## config.mk

```make
export PLATFORM = sky130hd
export DESIGN_NAME = skew_buf
export DESIGN_NICKNAME = d
export VERILOG_FILES = /design/src/rtl/skew_pkg.sv /design/src/rtl/skew_lane.sv /design/src/rtl/skew_buf.sv
export SDC_FILE = /design/constraint.sdc
export NUM_CORES = 1
export LEC_CHECK = 0
export ABC_AREA = 1
export BUFFER_PORTS_ARGS = -buffer_cell sky130_fd_sc_hd__buf_4
export CAP_MARGIN = 20
export CORE_UTILIZATION = 30
export DETAILED_ROUTE_END_ITERATION = 7
export PLACE_DENSITY = 0.46
export SYNTH_ARGS = -nofsm -noshare
export SYNTH_HDL_FRONTEND = slang
export SYNTH_HIERARCHICAL = 1
export SYNTH_SLANG_ARGS = --single-unit
```

## constraint.sdc

```tcl
create_clock -name clk -period 3.7 [get_ports clk]
set_input_delay 0.37 -clock clk [delete_from_list [all_inputs] [get_ports clk]]
set_output_delay 0.37 -clock clk [all_outputs]
set_load 0.005 [all_outputs]
```

## src/rtl/skew_pkg.sv

```systemverilog
// Shared types and helpers for the systolic-array skew buffer.
// Lane delay depends on the lane index and on the current direction (skew or deskew).
package skew_pkg;

  typedef enum logic {
    SKEW   = 1'b0,
    DESKEW = 1'b1
  } mode_e;

  // Delay in enabled cycles seen by a given lane; deskew mirrors the skew diagonal
  function automatic int lane_depth(input mode_e m, input int lane, input int base, input int dim);
    if (m == SKEW) begin
      return base + lane;
    end
    return base + (dim - 1 - lane);
  endfunction

endpackage

```

## src/rtl/skew_lane.sv

```systemverilog
// One lane of the skew buffer: a shift line of {valid, data} stages with a movable tap.
// The output is zero whenever the tapped slot holds no valid data.
module skew_lane
  import skew_pkg::*;
#(
  parameter int BITS  = 8,
  parameter int DEPTH = 9,
  parameter int TAP_W = 4
) (
  input  logic                   clk,
  input  logic                   rst_n,
  input  logic                   i_en,
  input  logic                   i_clr,
  input  logic [TAP_W-1:0]       i_tap,
  input  logic                   i_vld,
  input  logic signed [BITS-1:0] i_d,
  output logic signed [BITS-1:0] o_q,
  output logic                   o_q_vld,
  output logic                   o_any_vld
);

  logic [DEPTH-1:0]       r_vld;
  logic signed [BITS-1:0] r_data [DEPTH];

  logic                   w_tap_vld;
  logic signed [BITS-1:0] w_tap_data;
  logic                   w_any;

  always_ff @(posedge clk or negedge rst_n) begin
    if (!rst_n) begin
      r_vld  <= '0;
      r_data <= '{default: '0};
    end else if (i_clr) begin
      r_vld  <= '0;
      r_data <= '{default: '0};
    end else if (i_en) begin
      r_vld     <= {r_vld[DEPTH-2:0], i_vld};
      r_data[0] <= i_d;
      for (int k = 1; k < DEPTH; k++) begin
        r_data[k] <= r_data[k-1];
      end
    end
  end

  // Stages past the tap are ignored both for the output and for the in-flight flag
  always_comb begin
    w_tap_vld  = 1'b0;
    w_tap_data = '0;
    w_any      = 1'b0;
    for (int k = 0; k < DEPTH; k++) begin
      if (TAP_W'(k) == i_tap) begin
        w_tap_vld  = r_vld[k];
        w_tap_data = r_data[k];
      end
      if (TAP_W'(k) <= i_tap) begin
        w_any = w_any | r_vld[k];
      end
    end
  end

  assign o_q_vld   = w_tap_vld;
  assign o_q       = w_tap_vld ? w_tap_data : '0;
  assign o_any_vld = w_any;

endmodule

```

## src/rtl/skew_buf.sv

```systemverilog
// Input/output skew buffer for the systolic array: diagonal wavefront in SKEW mode,
// realignment of the diagonal result stream in DESKEW mode, with busy/done and mode guard.
module skew_buf
  import skew_pkg::*;
#(
  parameter int BITS       = 8,
  parameter int DIM        = 8,
  parameter int BASE_DEPTH = 8
) (
  input  logic                            clk,
  input  logic                            rst_n,
  input  logic                            en,
  input  logic                            clr,
  input  logic                            in_vld,
  input  logic signed [DIM-1:0][BITS-1:0] din,
  input  logic                            mode_ld,
  input  logic                            mode_req,
  output logic signed [DIM-1:0][BITS-1:0] dout,
  output logic [DIM-1:0]                  dout_vld,
  output logic                            mode,
  output logic                            busy,
  output logic                            done,
  output logic                            mode_err
);

  localparam int MAX_DEPTH = BASE_DEPTH + DIM - 1;
  localparam int TAP_W     = $clog2(MAX_DEPTH);

  typedef logic signed [BITS-1:0] word_t;

  mode_e           r_mode;
  logic            r_busy_d;
  logic            r_mode_err;

  logic [DIM-1:0]  w_any;
  logic [DIM-1:0]  w_vld;
  word_t           w_q [DIM];
  logic            w_busy;
  logic            w_accept;

  for (genvar i = 0; i < DIM; i++) begin : g_lane
    logic [TAP_W-1:0] w_tap;

    assign w_tap = TAP_W'(lane_depth(r_mode, i, BASE_DEPTH, DIM) - 1);

    skew_lane #(
      .BITS  (BITS),
      .DEPTH (MAX_DEPTH),
      .TAP_W (TAP_W)
    ) u_lane (
      .clk       (clk),
      .rst_n     (rst_n),
      .i_en      (en),
      .i_clr     (clr),
      .i_tap     (w_tap),
      .i_vld     (in_vld),
      .i_d       (din[i]),
      .o_q       (w_q[i]),
      .o_q_vld   (w_vld[i]),
      .o_any_vld (w_any[i])
    );

    assign dout[i] = w_q[i];
  end

  assign w_busy   = |w_any;
  // A mode change is safe only with nothing in flight, or when this edge flushes everything
  assign w_accept = mode_ld & (~w_busy | clr);

  always_ff @(posedge clk or negedge rst_n) begin
    if (!rst_n) begin
      r_mode     <= SKEW;
      r_busy_d   <= 1'b0;
      r_mode_err <= 1'b0;
    end else begin
      r_busy_d   <= w_busy;
      r_mode_err <= mode_ld & ~w_accept;
      if (w_accept) begin
        r_mode <= mode_e'(mode_req);
      end
    end
  end

  assign dout_vld = w_vld;
  assign mode     = r_mode;
  assign busy     = w_busy;
  assign done     = r_busy_d & ~w_busy;
  assign mode_err = r_mode_err;

endmodule

```

* Word-level counts from Yosys, hierarchy flattened
Cells that the tools add are included.
Cells by class: add/subtract/negate cells 8, $lt $le $gt $ge 120, equality and inequality tests 112, multiplexer cells 408, bitwise logic cells 118, reductions and logical operators 10
Operators by type and width (count):
- $mux 120 | 16
- $mux 8 | 128
- $mux 1 | 240
- $mux 15 | 16
- $eq 4x4->1 const A | 56
- $le 4x4->1 const A | 56
- $eq 3x4->1 const A | 32
- $le 3x4->1 const A | 32
- $or 1x1->1 | 113
- $eq 2x4->1 const A | 16
- $le 1x4->1 const A | 16
- $le 2x4->1 const A | 16
- $eq 1x4->1 const A | 8
- $logic_not 4->1 | 8
- $sub 4x2->4 const B | 8
- $mux 3 | 8
- $reduce_or 8->1 | 1
- $and 1x1->1 | 3
- $not 1->1 | 2
- $reduce_bool 2->1 | 1
Storage, ports and cells: flip-flop bits (word level) 1083, output and inout port bits 76, logic and storage cells 907

* Depth between registers and ports, before layout
word-level depth 38, depth in mapped cells 18

* Hierarchy
The synthesis kept the hierarchy.
By module, submodules not included:
- skew_lane at g_lane[1].u_lane ... | times used 7, cells each 858, area each 6691.4 sq um, sequential area each 3378.2 sq um
- skew_lane at g_lane[0].u_lane | times used 1, cells each 862, area each 6660.1 sq um, sequential area each 3378.2 sq um
- skew_buf | times used 1, cells each 24, area each 160.2 sq um, sequential area each 75.1 sq um

* Least setup slack after synthesis
OpenSTA, ideal clock, no wires.
path type register -> output, start register r_mode (netlist: mode), end output done, data arrival time 3.039 ns, data required time 3.330 ns, setup slack 0.291 ns, cell stages (with the launch flop) 14, path buffers 1, cells stage by stage dfrtp_1 inv_1 buf_4 inv_2 nand2_1 a221oi_1 o211ai_1 nand2_1 nand2_1 nor2_1 nand2_1 nor2_1 inv_1 nor2_1
Between the ends: cells in the longest elaborated chain, start to end 35, elaborated cells between the ends (all ways) 371
RTL lines:
- start, declared | RTL line skew_buf.sv:31 | mode_e r_mode;
- start signal, assigned | RTL line skew_buf.sv:79 | r_mode <= mode_e'(mode_req);
- $mux 3 (*) | RTL line skew_pkg.sv:15 | return base + (dim - 1 - lane);
- $sub 4x2->4 (*) | RTL line skew_buf.sv:44 | assign w_tap = TAP_W'(lane_depth(r_mode, i, BASE_DEPTH, DIM) - 1);
- named net g_lane[0].w_tap[0] | RTL line skew_buf.sv:42 | logic [TAP_W-1:0] w_tap;
- $le 1x4->1 | RTL line skew_lane.sv:55 | if (TAP_W'(k) <= i_tap) begin
- $mux 1 | RTL line skew_lane.sv:55
- $or 1x1->1 | RTL line skew_lane.sv:56 | w_any = w_any | r_vld[k];
- $mux 1 | RTL line skew_lane.sv:55
- $or 1x1->1 | RTL line skew_lane.sv:56
- [21 not listed]
- $or 1x1->1 | RTL line skew_lane.sv:56
- $mux 1 | RTL line skew_lane.sv:55
- $or 1x1->1 | RTL line skew_lane.sv:56
- $mux 1 (*) | RTL line skew_lane.sv:55
- $reduce_or 8->1 (*) | RTL line skew_buf.sv:66 | assign w_busy = |w_any;
- named net busy | RTL line skew_buf.sv:21 | output logic busy,
- $not 1->1 (*) | RTL line skew_buf.sv:87 | assign done = r_busy_d & ~w_busy;
- $and 1x1->1 (*) | RTL line skew_buf.sv:87
- end, declared | RTL line skew_buf.sv:22 | output logic done,
The timed path passes the listed nets; every way through them passes the cells marked *.

==> metrics.md <==
| Metric | Value |
|---|---|
| Die Area | 0.1806 mm2 |
| Max Transition Viols Final | between 40 and 50 |
| Worst hold margin | 0.08417 ns |
| Die H | 424.9 um |
| Share of the synthesized area in the top cell type | 0.5050 |
| CTS Sinks | 1083 |
| First-pass GRT wire length | 264600 um |
| WL final | 163600 um |
| Syn Area/Cell | 7.786 um2 |
| Final WS setup | roughly 0.15 ns |
| Slowest-stage cell, CP | dfrtp_4 |
| Hold crit path type | in2reg |
| Initial core utilization | 0.3034 |
| Via count | 46270 |
| Starting DRT DRC Count | ~3100 |
| GRT Util Overall | 0.1811 |
| RD Place Congestion | between 0.8 and 0.9 |
| Synth area leader | dfrtp_1 |
| Cells after Synth | about 7000 |
| Final Setup Violations | 0 |
| Req. time, crit path | 3.33 ns |
| Design area | 0.06296 mm2 |
| Num CTS Buffers | 135 |
| Pwr Density | about 450 mW/mm2 |
| Fraction of layout cells with a size suffix above 1 | 0.1218 |
| CP max FO | 15 |
| Io pins | 147 |
| Highest routed layer | met4 |
| Crit end category | output port |
| Layout net count | 7141 |
| Core Area | roughly 0.18 mm2 |
| Worst Clk Skew | 0.03498 ns |
| Area contributors post-synth | dfrtp_1 51%, nand2_1 15%, o21ai_0 7.7%, nand3_1 6.9%, inv_1 4.9% |
| CTS tree | built |
| CP Cell Sequence | clkinv_8, buf_8, nor2_4, inv_1, nor2_1, inv_1, buf_4, or2_2, nand2_1, nor2_1, buf_4 |
| Critical Setup Path Class | reg2out |
| Area after DPL | 0.05745 mm2 |
| Yosys cell types | 40 |
| Placed wire-length estimate | 105200 um |
| Worst Path Arrival | approximately 3.2 ns |
| Final hold vios | 0 |
| Vias in the first global route | 46160 |
| Post-DRT Antenna Nets | 0 |
| TNS Setup | 0 ns |
| Final min period | ~3.5 ns |
| Clk_lat worst skew | 0.78 ns |
| Drt pass-1 iters | 5 |
| Period utilization | 0.9589 |
| Site Rows | 154 |
| Netlist Area Pre-Place | around 0.054 mm2 |
| DP Worst Slack | 0.3310 ns |
| Area growth from synthesis to layout | 17.32% |
| Met1 WL | 77610 um |
| Via/cell ratio | 4.870 |
| H-tree depth | 4 |
| Final Util | 0.3559 |
| Drt drc | 0 |
| Synth warn | 6 |
| GRT overflow | 0 |
| # port buffers | 146 |
| CP Launch Type | flip-flop |
| Metal3 WL | around 5600 um |
| Largest net degree at the start of global routing | 130 |
| Diodes inserted | 0 |
| Max-cap viol count | 0 |
| P_leak | 28.27 nW |
| Seq cells post-synth | around 1100 |
| Max stage delay on crit path | 0.52 ns |
| CTS Buffer Depth | 3 |
| Status | finished with violations |
| VDD IR max | 0.4791 mV |
| CTS root buf | clkbuf_16 |
| Slew HR | -0.05089 |
| Drt wl/cell | ~17 um |
| Sequential fraction of the synthesis area | 0.5050 |
| Top achievable clock speed | 0.2819 GHz |
| Slew @ Worst Pin | between 1.5 and 2 ns |
| Failing checks | slew limit |
| Worst-path clk slew | 0.06 ns |
| Die Wd | 424.9 um |
| Met2 routed WL | 77020 um |
| Antenna violations before repair | 0 |
-- per-layer routing --
layer,up-vias,global-route usage
met2,765,0.2968
li1,22760,-
met3,197,0.02315
met5,-,0
met4,0,0.04508
met1,22550,0.2518
-- critical path: cells and delay by family, from the launching register on --
family,cells,cell delay [ns]
buffers and inverters,6,0.89
flip-flops,1,0.52
AND/OR/NAND/NOR,5,0.97
-- cell usage after synthesis --
master     number
nor2_1        149
conb_1          2
o311ai_0        1
dfrtp_1      1083
a41oi_1         1
buf_1          39
o31ai_1         9
nand2_4         8
or2_2         116
a22oi_1         7
a211oi_1        1
o21ai_0       824
or2_0          20
nand4_2         8
inv_1         707
clkbuf_1      250
and3_1          7
a221oi_1        7
nor2_8          1
a2111oi_0       7
nor3b_1         1
o21ai_2         1
nand2_1      2109
nand4_1        93
buf_6           7
buf_4          30
a21oi_1        40
nor2_2         39
a31oi_1         2
inv_2          89
nor3_1          8
o211ai_1       56
buf_2          33
nand2_2        30
nor2_4         52
nor3_4          7
o22ai_1       280
or2_1          28
nand3_1       739
nor3_2          1
-- flip-flops by register name, indices dropped and copies added (netlist names) --
name,count
g_lane.u_lane/r_data,960
g_lane.u_lane/r_vld,120
mode,1
mode_err,1
r_busy_d,1
-- cell usage in the layout, fill, tap and decap left out, types with 8 or more instances in the layout --
cell	count
nand2_1	2096
o211ai_1	56
nand2_4	8
conb_1	53
o31ai_1	9
nor2_2	36
buf_4	249
nand2_2	43
a21oi_1	40
clkbuf_8	33
nand3_1	738
inv_1	697
dfrtp_1	1082
clkbuf_1	27
nor3_1	8
or2_2	116
o22ai_1	280
nor2_4	67
or2_1	28
or2_0	20
clkinv_2	15
inv_2	90
nand4_1	93
clkbuf_16	140
nor2_1	137
o21ai_0	823
dlygate4sd3_1	68
buf_12	23
-- report_power, final --
part | switching (W) | leakage (nW) | internal (W)
registers | 0.0000698 | 15.1 | 0.0119
clock network | 0.00531 | 2.16 | 0.00784
logic | 0.00242 | 11.1 | 0.000887
-- logic make-up after synthesis --
group | synth area share
other | 0.0001400
AND/OR/NAND/NOR | 0.2837
buffers and inverters | 0.08464
flip-flops | 0.5050
AO/OA/AOI/OAI | 0.1264
-- layout make-up --
cell class | count | area, um2
Multi-Input combinational cell | 4705 | 22410
Tap cell | 2340 | 2928
Fill cell | 18660 | 113900
Sequential cell | 1083 | 27100
Timing Repair inverter | 3 | 22.52
Clock inverter | 29 | 310.3
Inverter | 796 | 3017
Timing Repair Buffer | 346 | 3105
Clock buffer | 200 | 4059
-- repair_timing --
action / 4_1_cts / 5_1_grt
setup endpoints to repair: 61 / 61
gates cloned: 0 / 3
pin swaps: 3 / 8
hold endpoints to repair: 107 / 0
buffers inserted: 6 / 12
hold buffers: 68 / 0
gates resized for setup: 28 / 30
-- per-stage QoR --
| stage | total power (W) | std cells |
|---|---|---|
| 2_1_floorplan | 0.01407 | 6943 |
| 3_3_place_gp | 0.01514 | 9184 |
| 3_5_place_dp | 0.01515 | 9184 |
| 4_1_cts | 0.02867 | 9487 |
| 5_1_grt | 0.02976 | 9502 |
| 6_report | 0.02848 | 9502 |
-- final timing paths --
path,from,end,slack (ns),cells past startpoint
max in group asynchronous,rst_n,g_lane[1].u_lane/r_data[26],2.15,3
setup reg to reg,mode,mode,1.10,13
hold / removal,in_vld,g_lane[4].u_lane/r_vld[0],0.08,3
min in group asynchronous,rst_n,g_lane[0].u_lane/r_data[10],0.25,2
setup / recovery,mode,dout[1],0.15,11
hold reg to reg,g_lane[0].u_lane/r_data[4],g_lane[0].u_lane/r_data[4],0.46,2
(Power assumes the default switching activity.)
